==> config.mk <==
export PLATFORM = sky130hd
export DESIGN_NAME = jk_count_sequencer
export DESIGN_NICKNAME = d
export VERILOG_FILES = /design/src/rtl/jk_seq_pkg.sv /design/src/rtl/jk_count_sequencer_jk_stage.sv /design/src/rtl/jk_count_sequencer.sv
export SDC_FILE = /design/constraint.sdc
export NUM_CORES = 1
export LEC_CHECK = 0
export ABC_AREA = 1
export CAP_MARGIN = 25
export CORE_MARGIN = 10
export CORE_UTILIZATION = 50
export DETAILED_ROUTE_END_ITERATION = 8
export PLACE_DENSITY_LB_ADDON = 0.15
export SLEW_MARGIN = 20
export SYNTH_ARGS = -nofsm -noshare
export SYNTH_HDL_FRONTEND = slang
export SYNTH_SLANG_ARGS = --single-unit
==> constraint.sdc <==
create_clock -name clk -period 2.8 [get_ports clk]
set_input_delay 0.42 -clock clk [delete_from_list [all_inputs] [get_ports clk]]
set_output_delay 0.42 -clock clk [all_outputs]
set_load 0.02 [all_outputs]
==> src/rtl/jk_seq_pkg.sv <==
// Shared types and command encodings for the JK counter sequencer.
package jk_seq_pkg;

   typedef enum logic [1:0] {
      IDLE     = 2'd0,
      RUN_UP   = 2'd1,
      RUN_DOWN = 2'd2
   } state_e;

   localparam logic [1:0] OP_STOP     = 2'b00;
   localparam logic [1:0] OP_RUN_UP   = 2'b01;
   localparam logic [1:0] OP_RUN_DOWN = 2'b10;
   localparam logic [1:0] OP_LOAD     = 2'b11;

endpackage

==> src/rtl/jk_count_sequencer_jk_stage.sv <==
// One JK flip-flop bit: 00 hold, 01 clear, 10 set, 11 toggle.
module jk_stage (
   input  logic clk,
   input  logic rst,
   input  logic j,
   input  logic k,
   output logic q
);

   logic q_q;

   always_ff @(posedge clk or posedge rst) begin
      if (rst) begin
         q_q <= 1'b0;
      end else begin
         case ({j, k})
            2'b01:   q_q <= 1'b0;
            2'b10:   q_q <= 1'b1;
            2'b11:   q_q <= ~q_q;
            default: q_q <= q_q;
         endcase
      end
   end

   assign q = q_q;

endmodule

==> src/rtl/jk_count_sequencer.sv <==
// Run/stop/load controller computing J/K excitation for a bank of JK stages.
module jk_count_sequencer
   import jk_seq_pkg::*;
#(
   parameter int unsigned WIDTH = 3
) (
   input  logic             clk,
   input  logic             rst,
   input  logic             tick,
   input  logic             cmd_valid,
   output logic             cmd_ready,
   input  logic [1:0]       cmd_op,
   input  logic [WIDTH-1:0] cmd_data,
   input  logic             cmd_oneshot,
   output logic [WIDTH-1:0] count,
   output logic [WIDTH-1:0] j_vec,
   output logic [WIDTH-1:0] k_vec,
   output logic             busy,
   output logic             tc
);

   localparam logic [WIDTH-1:0] ONE = {{(WIDTH-1){1'b0}}, 1'b1};

   state_e           state_q, state_d;
   logic [WIDTH-1:0] limit_q, limit_d;
   logic             oneshot_q, oneshot_d;
   logic             tc_q, tc_d;
   logic             busy_q, busy_d;
   logic             ready_q;

   logic [WIDTH-1:0] count_w;
   logic [WIDTH-1:0] next_val;
   logic [WIDTH-1:0] target;
   logic             accept;
   logic             advance;
   logic             wrap;
   logic             hold_stop;
   logic             excite;

   assign accept = cmd_valid & ready_q;
   assign advance = (state_q != IDLE) & tick & ~accept;

   always_comb begin
      next_val = count_w;
      wrap     = 1'b0;
      if (state_q == RUN_DOWN) begin
         wrap     = (count_w == '0);
         next_val = wrap ? limit_q : count_w - ONE;
      end else begin
         wrap     = (count_w >= limit_q);
         next_val = wrap ? '0 : count_w + ONE;
      end
   end

   // A oneshot wrap freezes the count; the stop is signalled via state and tc only.
   assign hold_stop = advance & wrap & oneshot_q;

   always_comb begin
      target = next_val;
      excite = advance & ~hold_stop;
      if (accept && cmd_op == OP_LOAD) begin
         target = cmd_data;
         excite = 1'b1;
      end
   end

   assign j_vec = excite ? (target & ~count_w) : '0;
   assign k_vec = excite ? (~target & count_w) : '0;

   always_comb begin
      state_d   = state_q;
      limit_d   = limit_q;
      oneshot_d = oneshot_q;
      if (accept) begin
         case (cmd_op)
            OP_STOP: state_d = IDLE;
            OP_RUN_UP: begin
               state_d   = RUN_UP;
               limit_d   = cmd_data;
               oneshot_d = cmd_oneshot;
            end
            OP_RUN_DOWN: begin
               state_d   = RUN_DOWN;
               limit_d   = cmd_data;
               oneshot_d = cmd_oneshot;
            end
            default: state_d = state_q;
         endcase
      end else if (hold_stop) begin
         state_d = IDLE;
      end
   end

   assign tc_d   = advance & wrap;
   assign busy_d = (state_d != IDLE);

   always_ff @(posedge clk or posedge rst) begin
      if (rst) begin
         state_q   <= IDLE;
         limit_q   <= '1;
         oneshot_q <= 1'b0;
         tc_q      <= 1'b0;
         busy_q    <= 1'b0;
         ready_q   <= 1'b0;
      end else begin
         state_q   <= state_d;
         limit_q   <= limit_d;
         oneshot_q <= oneshot_d;
         tc_q      <= tc_d;
         busy_q    <= busy_d;
         ready_q   <= 1'b1;
      end
   end

   for (genvar i = 0; i < WIDTH; i++) begin : g_stage
      jk_stage u_stage (
         .clk (clk),
         .rst (rst),
         .j   (j_vec[i]),
         .k   (k_vec[i]),
         .q   (count_w[i])
      );
   end

   assign count     = count_w;
   assign cmd_ready = ready_q;
   assign busy      = busy_q;
   assign tc        = tc_q;

endmodule

==> results of run 1 <==
-- critical path: stages, from the launching register on --
cell and delay [ps]:
sky130_fd_sc_hd__dfstp_2 550, sky130_fd_sc_hd__inv_1 50, sky130_fd_sc_hd__ha_1 300, sky130_fd_sc_hd__nand2_1 60, sky130_fd_sc_hd__nand2_1 70, sky130_fd_sc_hd__nor2_4 130
sky130_fd_sc_hd__nand2_4 80, sky130_fd_sc_hd__nand3_4 100, sky130_fd_sc_hd__nand2_4 70, sky130_fd_sc_hd__nand2_4 90, sky130_fd_sc_hd__inv_6 50, sky130_fd_sc_hd__nor2_2 60
sky130_fd_sc_hd__dlygate4sd2_1 330
-- cells by family (layout without fill, tap and decap cells) --
family                     count (synthesis)  after routing  synth area share [%]
AOI/OAI and AO/OA                          5              5                  2.21
xor gates and xnor gates                   1              1                 0.775
adders and majority gates                 10             10                  11.1
buffers and inverters                     33             52                  15.1
DFF                                       12             12                  26.9
muxes                                      2              2                  1.99
other                                      1              1                 0.332
and+or+nand+nor                           91             91                  41.6
-- routing by layer --
layer | vias up | track usage (%) | share of wire, %
met1 | 433 | 13.5 | 45
met4 | 0 | 3.85 | 0.80
met5 | - | 0 | 0
li1 | 507 | - | -
met3 | 4 | 4.79 | 6.8
met2 | 17 | 20.0 | 48
-- worst paths after layout --
check                      slack [ps]  cells past startpoint                   end  startpoint
setup / recovery                  140                     12              k_vec[0]  limit_q[2]
hold / removal                    450                      2  g_stage[2].u_stage.q         rst
setup reg to reg                 1120                     11  g_stage[2].u_stage.q  limit_q[2]
hold reg to reg                   510                      2            limit_q[2]  limit_q[2]
max in group asynchronous        2000                      2            limit_q[2]         rst
min in group clk                  510                      2            limit_q[2]  limit_q[2]
-- what timing repair did --
| item | in CTS | in global routing |
|---|---|---|
| pin swaps | 0 | 0 |
| endpoints found under the setup margin | 6 | 2 |
| resized for setup | 6 | 3 |
| buffers inserted | 0 | 0 |
-- metrics by stage --
step	power, mW	hold slack (ps)	setup WS (ps)	cell area [um^2]	utilization, %
3_3_place_gp	1.00	485	104	1330	60.7
5_1_grt	1.22	469	2.76	1360	61.9
4_1_cts	1.10	466	112	1350	61.6
3_5_place_dp	0.991	494	87.1	1330	60.7
2_1_floorplan	0.818	283	702	1130	-
6_report	1.10	451	143	1360	61.9
-- report_power, final --
part           internal, mW  switching [mW]
Combinational         0.280           0.439
Sequential            0.224          0.0382
Clock                0.0553          0.0599
-- layout make-up --
| type | instances | area [um^2] | area share, % |
|---|---|---|---|
| flip-flops and latches | 12 | 304 | 22.4 |
| repair buffers | 26 | 243 | 17.9 |
| clock buffers | 4 | 26.3 | 1.94 |
| well taps | 28 | 35.0 | 2.58 |
| multi-input cells | 110 | 661 | 48.7 |
| inverters | 22 | 87.6 | 6.46 |
-- registers in the layout, indices dropped and copies added (netlist names) --
name               cells
state_q                2
oneshot_q              1
cmd_ready              1
limit_q                3
g_stage.u_stage.q      3
busy                   1
tc                     1
-- cell usage after synthesis --
cell type                  instances
sky130_fd_sc_hd__o21ai_0           2
sky130_fd_sc_hd__o21ai_1           1
sky130_fd_sc_hd__or2_1             1
sky130_fd_sc_hd__nand2_1          35
sky130_fd_sc_hd__conb_1            1
sky130_fd_sc_hd__clkbuf_1          1
sky130_fd_sc_hd__mux2_2            1
sky130_fd_sc_hd__a21oi_1           2
sky130_fd_sc_hd__nor2_2            7
sky130_fd_sc_hd__nand3_1          19
sky130_fd_sc_hd__xor2_1            1
sky130_fd_sc_hd__buf_6             1
sky130_fd_sc_hd__inv_6             1
sky130_fd_sc_hd__or2_2             2
sky130_fd_sc_hd__mux2_1            1
sky130_fd_sc_hd__dfstp_2           3
sky130_fd_sc_hd__nand2_2           2
sky130_fd_sc_hd__nand3_4           1
sky130_fd_sc_hd__nand4_1           1
sky130_fd_sc_hd__ha_1             10
sky130_fd_sc_hd__inv_2             4
sky130_fd_sc_hd__inv_1            17
sky130_fd_sc_hd__buf_4             9
sky130_fd_sc_hd__nand3_2           1
sky130_fd_sc_hd__nor2_1           15
sky130_fd_sc_hd__nor2_4            4
sky130_fd_sc_hd__nand2_4           3
sky130_fd_sc_hd__dfrtp_1           9
==> results.md, run 1 <==
* Commonest cells after routing, fill and taps aside: 35 x sky130_fd_sc_hd__nand2_1, 19 x sky130_fd_sc_hd__nand3_1, 17 x sky130_fd_sc_hd__inv_1
* Post-DRT Antenna Nets at 0
* Number of top-level design ports at 22
* Number of nets at the end of the flow at between 150 and 200
* Post-synthesis instance area at 1130 um^2
* Fin Setup TNS at 0 ps
* Peak supply drop at ~470 uV
* Clock transition at the registers of the reported paths at ~80 ps
* Arr. time, crit path at about 2200 ps
* Wirelength per Cell at 11.8 um
* Required time at the worst-slack endpoint at between 2000 and 2500 ps
* Largest net degree at the start of global routing at 13
* Unique cell type count in the Yosys netlist at 28
* Total length of routed wires at roughly 2400 um
* Detail-routed via count per cell at about 4.8
* Synthesized Nets at 175
* Global-route total usage across every layer at 11.9%
* Post-route DRC violation count at 0
* Max-cap violations at 0
* Number of filler cells placed in the layout at 209
* Cell type with the highest aggregate area in the netlist: sky130_fd_sc_hd__dfrtp_1
* Fmax at between 300 and 400 MHz
* Antenna Cells at 0
* Fin. Hold Viols at 0
* Final Wtd Congestion at about 0.85
* Kind of start point of the critical path: flop
* TritonCTS clock tree: built
* Count of standard-cell rows at 17
* Floorplan die height at 67.5 um
* Width of the die at 67.5 um
* CTS sink cnt at 12
* Starting utilization of the core area at around 52%
* Clock buffers created by TritonCTS at 3
* Slew Limit Fails at 0
* Number of global-route vias before repair at 942
* HPWL reported at the end of detailed placement at roughly 2000 um
* Cell Count, Final, Fillers Out at around 200
* Period utilization at between 90% and 100%
* Detailed-route via count at slightly below 1k
* Area of the placeable core at around 2200 um^2
* Setup repair after global routing missed its margin: no
* P&R area growth vs syn at 20.0%
* Final Skew at approximately 4.6 ps
* Maximum fanout count along the critical path at 6
* Clock root buffer: sky130_fd_sc_hd__clkbuf_4
* Total power per unit cell area at about 810 nW/um^2
* Number of antenna violations at the first check in global routing at 0
* Worst min path class: input pin to async pin
* Number of cells produced by synthesis at about 160
* Length of the first detailed-routing pass in iterations at 4
* Post-synthesis register bit count at 12
* Ranking of synthesized cells by area: sky130_fd_sc_hd__dfrtp_1 20%, sky130_fd_sc_hd__nand2_1 12%, sky130_fd_sc_hd__ha_1 11%
* Cell count after placement at between 150 and 200
* Type of the worst setup path: flop to primary output
* Synthesized area divided by synthesized cell count at around 7.3 um^2
* Buffers on Ports at 21
* Number of hold buffers added after cts at 0
* Leakage at 0.706 nW
* Count of synthesis-stage warnings from yosys at 0
* Die ar. at between 4000 and 5000 um^2
* Layout cell share with drive strength beyond 1 at 21.3%
* Outcome: completed
* Time the worst path needs with I/O delays and setup at 2660 ps
* # setup viols final at 0
* Iteration-0 DRC Markers at 30
* Source-to-sink clock delay at the later pin of the worst-skew pair at roughly 280 ps
* Share of synthesized area occupied by flip-flops and latches at 26.9%
* Final global-route overflow total at 0
* Capturing element type of the critical path: primary output
* Share of Yosys cell area claimed by the top area cell type at ~20%
* Global-route wire length before repair at around 4200 um
* Most common library cell in the layout ignoring fill and taps: sky130_fd_sc_hd__nand2_1
* Maximum count of clock buffers along a single path at 2
* Htree depth at 1
Power figures use the tool's default switching activity.
==> inputs of run 2 (changes only) <==
--- a/config.mk
+++ b/config.mk
@@ -11,6 +11,7 @@
 export CORE_UTILIZATION = 50
 export DETAILED_ROUTE_END_ITERATION = 8
 export PLACE_DENSITY_LB_ADDON = 0.15
+export REMOVE_ABC_BUFFERS = 1
 export SLEW_MARGIN = 20
 export SYNTH_ARGS = -nofsm -noshare
 export SYNTH_HDL_FRONTEND = slang
==> run 2 against run 1 <==
Global-route usage decreased by 0.24 points. Clock skew increased by 7.3 ps. Hold slack about the same. Clock-buffer cell count unchanged. Critical path depth unchanged. First-iteration DRC count increased by 63%. Worst setup slack improved by 89 ps. Fmax increased by 3.5%. Flip-flop and latch count unchanged. Via count increased by 2.4%. Cell area decreased by 2.2%. Highest routed layer unchanged.
==> results.md, run 2 (synthesis results as in run 1) <==
* Outcome: completed
* Clock buffers created by TritonCTS at 3 (unchanged)
* Source-to-sink clock delay at the later pin of the worst-skew pair at 280 ps (about the same)
* Bufs and invs on worst path at 3 (unchanged)
* Floorplan die height at 67.5 um (unchanged)
* Width of the die at 67.5 um (unchanged)
* Length of the first detailed-routing pass in iterations at 6 (+2)
* Layout cell share with drive strength beyond 1 at 24.7% (+3.4 points)
* Clock transition at the registers of the reported paths at 80 ps (about the same)
* Design internal power at 551 uW (-1.5%)
* Area of the placeable core at 2190 um^2 (unchanged)
* Final Skew at 12.0 ps (+7.31 ps)
* Post-route DRC violation count at 0 (unchanged)
* Clock root buffer: sky130_fd_sc_hd__clkbuf_4
* Clock power share at 10.1% (-0.4 points)
* TritonCTS clock tree: built
* Fmax at 390 MHz (+3.5%)
* Largest net degree at the start of global routing at 13 (unchanged)
* Detail-routed via count per cell at 4.87 (+2.4%)
* Starting utilization of the core area at 51.6% (unchanged)
* Count of standard-cell rows at 17 (unchanged)
* Type of the worst setup path: flop to primary output
* Critical path depth at 12 (unchanged)
* Capturing element type of the critical path: primary output
* Pwr Total at 1.08 mW (-1.4%)
* Detailed-route via count at 984 (+2.4%)
* HPWL reported at the end of detailed placement at 1980 um (-1.5%)
* Maximum count of clock buffers along a single path at 2 (unchanged)
* Max-cap violations at 0 (unchanged)
* Setup repair after global routing missed its margin: no
* Fin. Hold Viols at 0 (unchanged)
* Commonest cells after routing, fill and taps aside: 35 x sky130_fd_sc_hd__nand2_1, 19 x sky130_fd_sc_hd__nand3_1, 17 x sky130_fd_sc_hd__inv_1
* Fin Setup TNS at 0 ps (unchanged)
* Antenna Cells at 0 (unchanged)
* P&R area growth vs syn at 17.4%
* Wirelength per Cell at 11.8 um (+0.38%)
* Post-DRT Antenna Nets at 0 (unchanged)
* Kind of start point of the critical path: flop
* Time the worst path needs with I/O delays and setup at 2570 ps (-89.3 ps)
* Crit-path most repeated cell: sky130_fd_sc_hd__nand2_4
* Final global-route overflow total at 0 (unchanged)
* Number of antenna violations at the first check in global routing at 0 (unchanged)
* Htree depth at 1 (unchanged)
* Number of nets at the end of the flow at 195 (unchanged)
* Total power per unit cell area at 815 nW/um^2 (+0.84%)
* Most common library cell in the layout ignoring fill and taps: sky130_fd_sc_hd__nand2_1
* Switching power total at 530 uW (-1.3%)
* Number of top-level design ports at 22 (unchanged)
* Arr. time, crit path at 2150 ps (-90 ps)
* Total length of routed wires at 2390 um (+0.38%)
* Iteration-0 DRC Markers at 49 (+63%)
* Largest delay contributor family on the critical path: simple AND/OR/NAND/NOR gates
* Die ar. at 4560 um^2 (unchanged)
* Fraction of power consumed by sequential logic at 24.4% (+0.5 points)
* Switching portion of total power at 49.0% (about the same)
* Required time at the worst-slack endpoint at 2380 ps (about the same)
* Period utilization at 91.7% (-3.2 points)
* Global-route wire length before repair at 4110 um (-2.1%)
* Critical path's largest stage delay at 560 ps (about the same)
* Final-layout worst hold slack at 451 ps (+0.216 ps)
* Buffers on Ports at 21 (unchanged)
* Part of the total power dissipated in combinational logic at 65.5% (about the same)
* Slew Limit Fails at 0 (unchanged)
* Global-route total usage across every layer at 11.7% (-0.24 points)
* Leakage at 0.692 nW (-2.0%)
* Cell Chain, Critical Path: inv_1 > ha_1 > nand2_1 > nand2_1 > nor2_4 > nand2_4 > nand3_4 > nand2_4 > nand2_4 > inv_6 > nor2_2 > clkbuf_2
* Number of hold buffers added after cts at 0 (unchanged)
* Peak supply drop at 484 uV (+2.2%)
* CTS sink cnt at 12 (unchanged)
* Critical-path top delay cell: sky130_fd_sc_hd__dfstp_2
* Final Wtd Congestion at 0.957 (+12%)
* # setup viols final at 0 (unchanged)
* Number of global-route vias before repair at 958 (+1.7%)
* Maximum fanout count along the critical path at 6 (unchanged)
* Worst min path class: input pin to async pin
* Worst r2r path cells at 11 (unchanged)
[run 2: changes by cell type in the layout (fill, tap and decap cells not counted)]
cell	change
sky130_fd_sc_hd__dlygate4sd2_1	-4
sky130_fd_sc_hd__clkdlybuf4s15_1	-2
sky130_fd_sc_hd__nor2_2	+1
sky130_fd_sc_hd__nor2_4	-1
sky130_fd_sc_hd__clkbuf_2	+6
[run 2: final cells by class]
class                      instances  area, um^2
clock buffer                       4        26.3
fill                             211         865
inverter                          22        87.6
multi-input combinational        110         656
sequential                        12         304
tap                               28        35.0
timing repair buffer              26         218
[run 2: metrics by stage]
stage	utilization, %	setup WS (ps)	instance area (um^2)	cells
global route	60.5	72.1	1330	202
floorplan	-	670	1050	144
detailed placement	60.7	87.1	1330	198
finish	60.5	233	1330	202
CTS	61.6	60.0	1350	202
global placement	60.7	70.7	1330	198
[run 2: repair_timing]
| action | CTS | global route |
|---|---|---|
| gates resized for setup | 6 | 12 |
| buffers inserted | 0 | 0 |
| setup endpoints to repair | 6 | 6 |
[run 2: power by group through the flow]
stage / Sequential (mW) / Clock, mW / Combinational, mW
6_report: 0.263 / 0.110 / 0.708
5_1_grt: 0.270 / 0.123 / 0.807
3_3_place_gp: 0.264 / 0 / 0.727
2_1_floorplan: 0.303 / 0 / 0.465
4_1_cts: 0.262 / 0.115 / 0.718
3_5_place_dp: 0.265 / 0 / 0.726
[run 2: path summary, 6_finish.rpt]
kind | startpoint | to | slack, ps
worst min-delay path | rst | state_q[0] | 450
min in group clk | limit_q[2] | limit_q[2] | 520
worst min register to register | limit_q[2] | limit_q[2] | 520
max in group asynchronous | rst | limit_q[1] | 2000
worst max-delay path | limit_q[2] | k_vec[2] | 230
worst max register to register | g_stage[1].u_stage.q | g_stage[2].u_stage.q | 1040
[run 2: worst reg2reg max path: cells and delay by family, from the launching register on]
| kind | cells | cell delay, ps |
|---|---|---|
| fa+ha+maj | 1 | 200 |
| buf+inv | 2 | 200 |
| flops | 1 | 460 |
| simple gates | 8 | 800 |
[run 2: per-layer routing]
layer	vias to the layer above	wire, um	GRT usage [%]
met1	433	1040	12.9
met3	4	177	5.29
li1	514	-	-
met4	0	21	4.10
met5	-	0	0
met2	33	1150	19.4
==> inputs of run 3 (changes only) <==
--- a/config.mk
+++ b/config.mk
@@ -10,6 +10,7 @@
 export CORE_MARGIN = 10
 export CORE_UTILIZATION = 50
 export DETAILED_ROUTE_END_ITERATION = 8
+export GPL_ROUTABILITY_DRIVEN = 0
 export PLACE_DENSITY_LB_ADDON = 0.15
 export REMOVE_ABC_BUFFERS = 1
 export SLEW_MARGIN = 20
==> run 3 against run 2 <==
Sequential share of layout area decreased by 0.086 points. First-iteration DRC count decreased by 6.1%. Clock power increased by 4%. Critical path type unchanged. Clock-buffer cell count stayed put. Worst setup slack got worse by 2.8 ps. Largest power group unchanged.
==> results.md, run 3 (synthesis results as in run 1) <==
* Outcome: completed
* Number of hold buffers added after cts at 0 (unchanged)
* Number of nets at the end of the flow at 195 (unchanged)
* Cell Count, Final, Fillers Out at 202 (unchanged)
* Starting utilization of the core area at 51.6% (unchanged)
* # setup viols final at 0 (unchanged)
* Maximum fanout count along the critical path at 6 (unchanged)
* TritonCTS clock tree: built
* Cell count after placement at 198 (unchanged)
* Part of the total power dissipated in combinational logic at 65.5% (about the same)
* Worst setup path endpoint: k_vec[2]
* Type of the worst setup path: flop to primary output
* Length of the first detailed-routing pass in iterations at 4 (-2)
* Fraction of power consumed by sequential logic at 24.0% (-0.4 points)
* Reg-to-reg slack, setup at 1090 ps (+50 ps)
* Fin. Hold Viols at 0 (unchanged)
* Clock transition at the registers of the reported paths at 80 ps (about the same)
* Clock buffers created by TritonCTS at 3 (unchanged)
* Most common library cell in the layout ignoring fill and taps: sky130_fd_sc_hd__nand2_1
* CTS sink cnt at 12 (unchanged)
* Detail-routed via count per cell at 4.76 (-2.3%)
* Period utilization at 91.8% (+0.10 points)
* Width of the die at 67.5 um (unchanged)
* Number of top-level design ports at 22 (unchanged)
* Capturing element type of the critical path: primary output
* Final global-route overflow total at 0 (unchanged)
* Required time at the worst-slack endpoint at 2380 ps (about the same)
* Total length of routed wires at 2390 um (-0.13%)
* Peak supply drop at 643 uV (+33%)
* Total power per unit cell area at 819 nW/um^2 (+0.50%)
* Post-route worst setup slack at 230 ps (-2.82 ps)
* Buffers on Ports at 21 (unchanged)
* Time the worst path needs with I/O delays and setup at 2570 ps (+2.82 ps)
* Iteration-0 DRC Markers at 46 (-6.1%)
* P&R area growth vs syn at 17.8%
* Number of antenna violations at the first check in global routing at 0 (unchanged)
* Number of global-route vias before repair at 976 (+1.9%)
* Design internal power at 555 uW (+0.74%)
* Worst r2r path cells at 11 (unchanged)
* Antenna Cells at 0 (unchanged)
* Max-cap violations at 0 (unchanged)
* Reg-to-reg critical path startpoint: limit_q[2]
* Final Skew at 11.3 ps (-0.625 ps)
* Commonest cells after routing, fill and taps aside: 35 x sky130_fd_sc_hd__nand2_1, 19 x sky130_fd_sc_hd__nand3_1, 17 x sky130_fd_sc_hd__inv_1
* Clock root buffer: sky130_fd_sc_hd__clkbuf_4
* Pwr Total at 1.09 mW (+0.88%)
* Htree depth at 1 (unchanged)
* Area of the placeable core at 2190 um^2 (unchanged)
* Clock power share at 10.5% (+0.4 points)
* Setup repair after global routing missed its margin: no
* Die ar. at 4560 um^2 (unchanged)
* Fin Setup TNS at 0 ps (unchanged)
* Number of filler cells placed in the layout at 208 (-1.4%)
* HPWL reported at the end of detailed placement at 1970 um (-0.35%)
* Post-DRT Antenna Nets at 0 (unchanged)
* Fmax at 389 MHz (-0.11%)
* Source-to-sink clock delay at the later pin of the worst-skew pair at 280 ps (about the same)
* Detailed-route via count at 961 (-2.3%)
* Global-route wire length before repair at 4350 um (+5.9%)
* Kind of start point of the critical path: flop
* Critical Path Start: limit_q[2]
* Switching power total at 535 uW (+1.0%)
* Post-CTS Setup Bufs at 0 (unchanged)
* Global-route total usage across every layer at 12.2% (+0.51 points)
* Layout cell share with drive strength beyond 1 at 24.7% (unchanged)
* Post-route DRC violation count at 0 (unchanged)
* Leakage at 0.693 nW (+0.14%)
* Worst slack, placed at 67.0 ps (-20.1 ps)
* Reg-to-reg critical path endpoint: g_stage[1].u_stage.q
* Largest net degree at the start of global routing at 13 (unchanged)
* Wirelength per Cell at 11.8 um (-0.13%)
* Worst min path class: input pin to async pin
* Switching portion of total power at 49.1% (+0.069 points)
* Count of standard-cell rows at 17 (unchanged)
* Slew Limit Fails at 0 (unchanged)
* Arr. time, crit path at 2150 ps (about the same)
* Maximum count of clock buffers along a single path at 2 (unchanged)
* Floorplan die height at 67.5 um (unchanged)
-- run 3: final cells by class --
cell class	instances	area [um^2]	area share, %
clock buffer	4	26.3	1.97
timing repair buffer	26	218	16.4
tap	28	35.0	2.63
sequential	12	304	22.8
inverter	22	87.6	6.58
multi-input combinational	110	661	49.6
-- run 3: power groups by stage --
| stage | Clock [mW] | Sequential (mW) | Combinational, mW |
|---|---|---|---|
| floorplan | 0 | 0.303 | 0.465 |
| global placement | 0 | 0.264 | 0.727 |
| detailed placement | 0 | 0.266 | 0.725 |
| CTS | 0.121 | 0.262 | 0.716 |
| global route | 0.125 | 0.269 | 0.829 |
| finish | 0.114 | 0.262 | 0.714 |
-- run 3: worst min path at each step --
| stage | depth (start not counted) | start | end |
|---|---|---|---|
| after floorplan | 1 | rst | busy |
| after global placement | 2 | limit_q[2] | limit_q[2] |
| after detailed placement | 2 | limit_q[2] | limit_q[2] |
| after CTS | 2 | rst | state_q[0] |
| after global routing | 2 | rst | state_q[0] |
| final | 2 | rst | tc |
-- run 3: metal layers --
layer	up-vias	global-route usage [%]	share of wire, %
met5	-	0	0
met4	0	4.36	1.2
met3	5	4.46	5.8
met2	22	20.0	47
met1	424	14.3	46
li1	510	-	-
-- run 3: worst max-delay path: stages, from the launching register on --
cell and delay, ps:
sky130_fd_sc_hd__dfstp_2 550, sky130_fd_sc_hd__inv_1 50, sky130_fd_sc_hd__ha_1 310, sky130_fd_sc_hd__nand2_1 70, sky130_fd_sc_hd__nand2_1 70, sky130_fd_sc_hd__nor2_4 130
sky130_fd_sc_hd__nand2_4 90, sky130_fd_sc_hd__nand3_4 100, sky130_fd_sc_hd__nand2_4 70, sky130_fd_sc_hd__nand2_4 100, sky130_fd_sc_hd__inv_6 60, sky130_fd_sc_hd__nor2_2 100
sky130_fd_sc_hd__clkbuf_2 170
-- run 3: stage by stage --
step / cell area [um^2] / util [%] / hold WS (ps)
2_1_floorplan: 1050 / - / 283
3_3_place_gp: 1330 / 60.7 / 482
3_5_place_dp: 1330 / 60.7 / 499
4_1_cts: 1350 / 61.6 / 447
5_1_grt: 1330 / 60.8 / 474
6_report: 1330 / 60.8 / 432
-- run 3: what timing repair did --
item,4_1_cts,5_1_grt
endpoints found under the setup margin,6,6
resized for setup,6,13
hold endpoints to repair,0,0
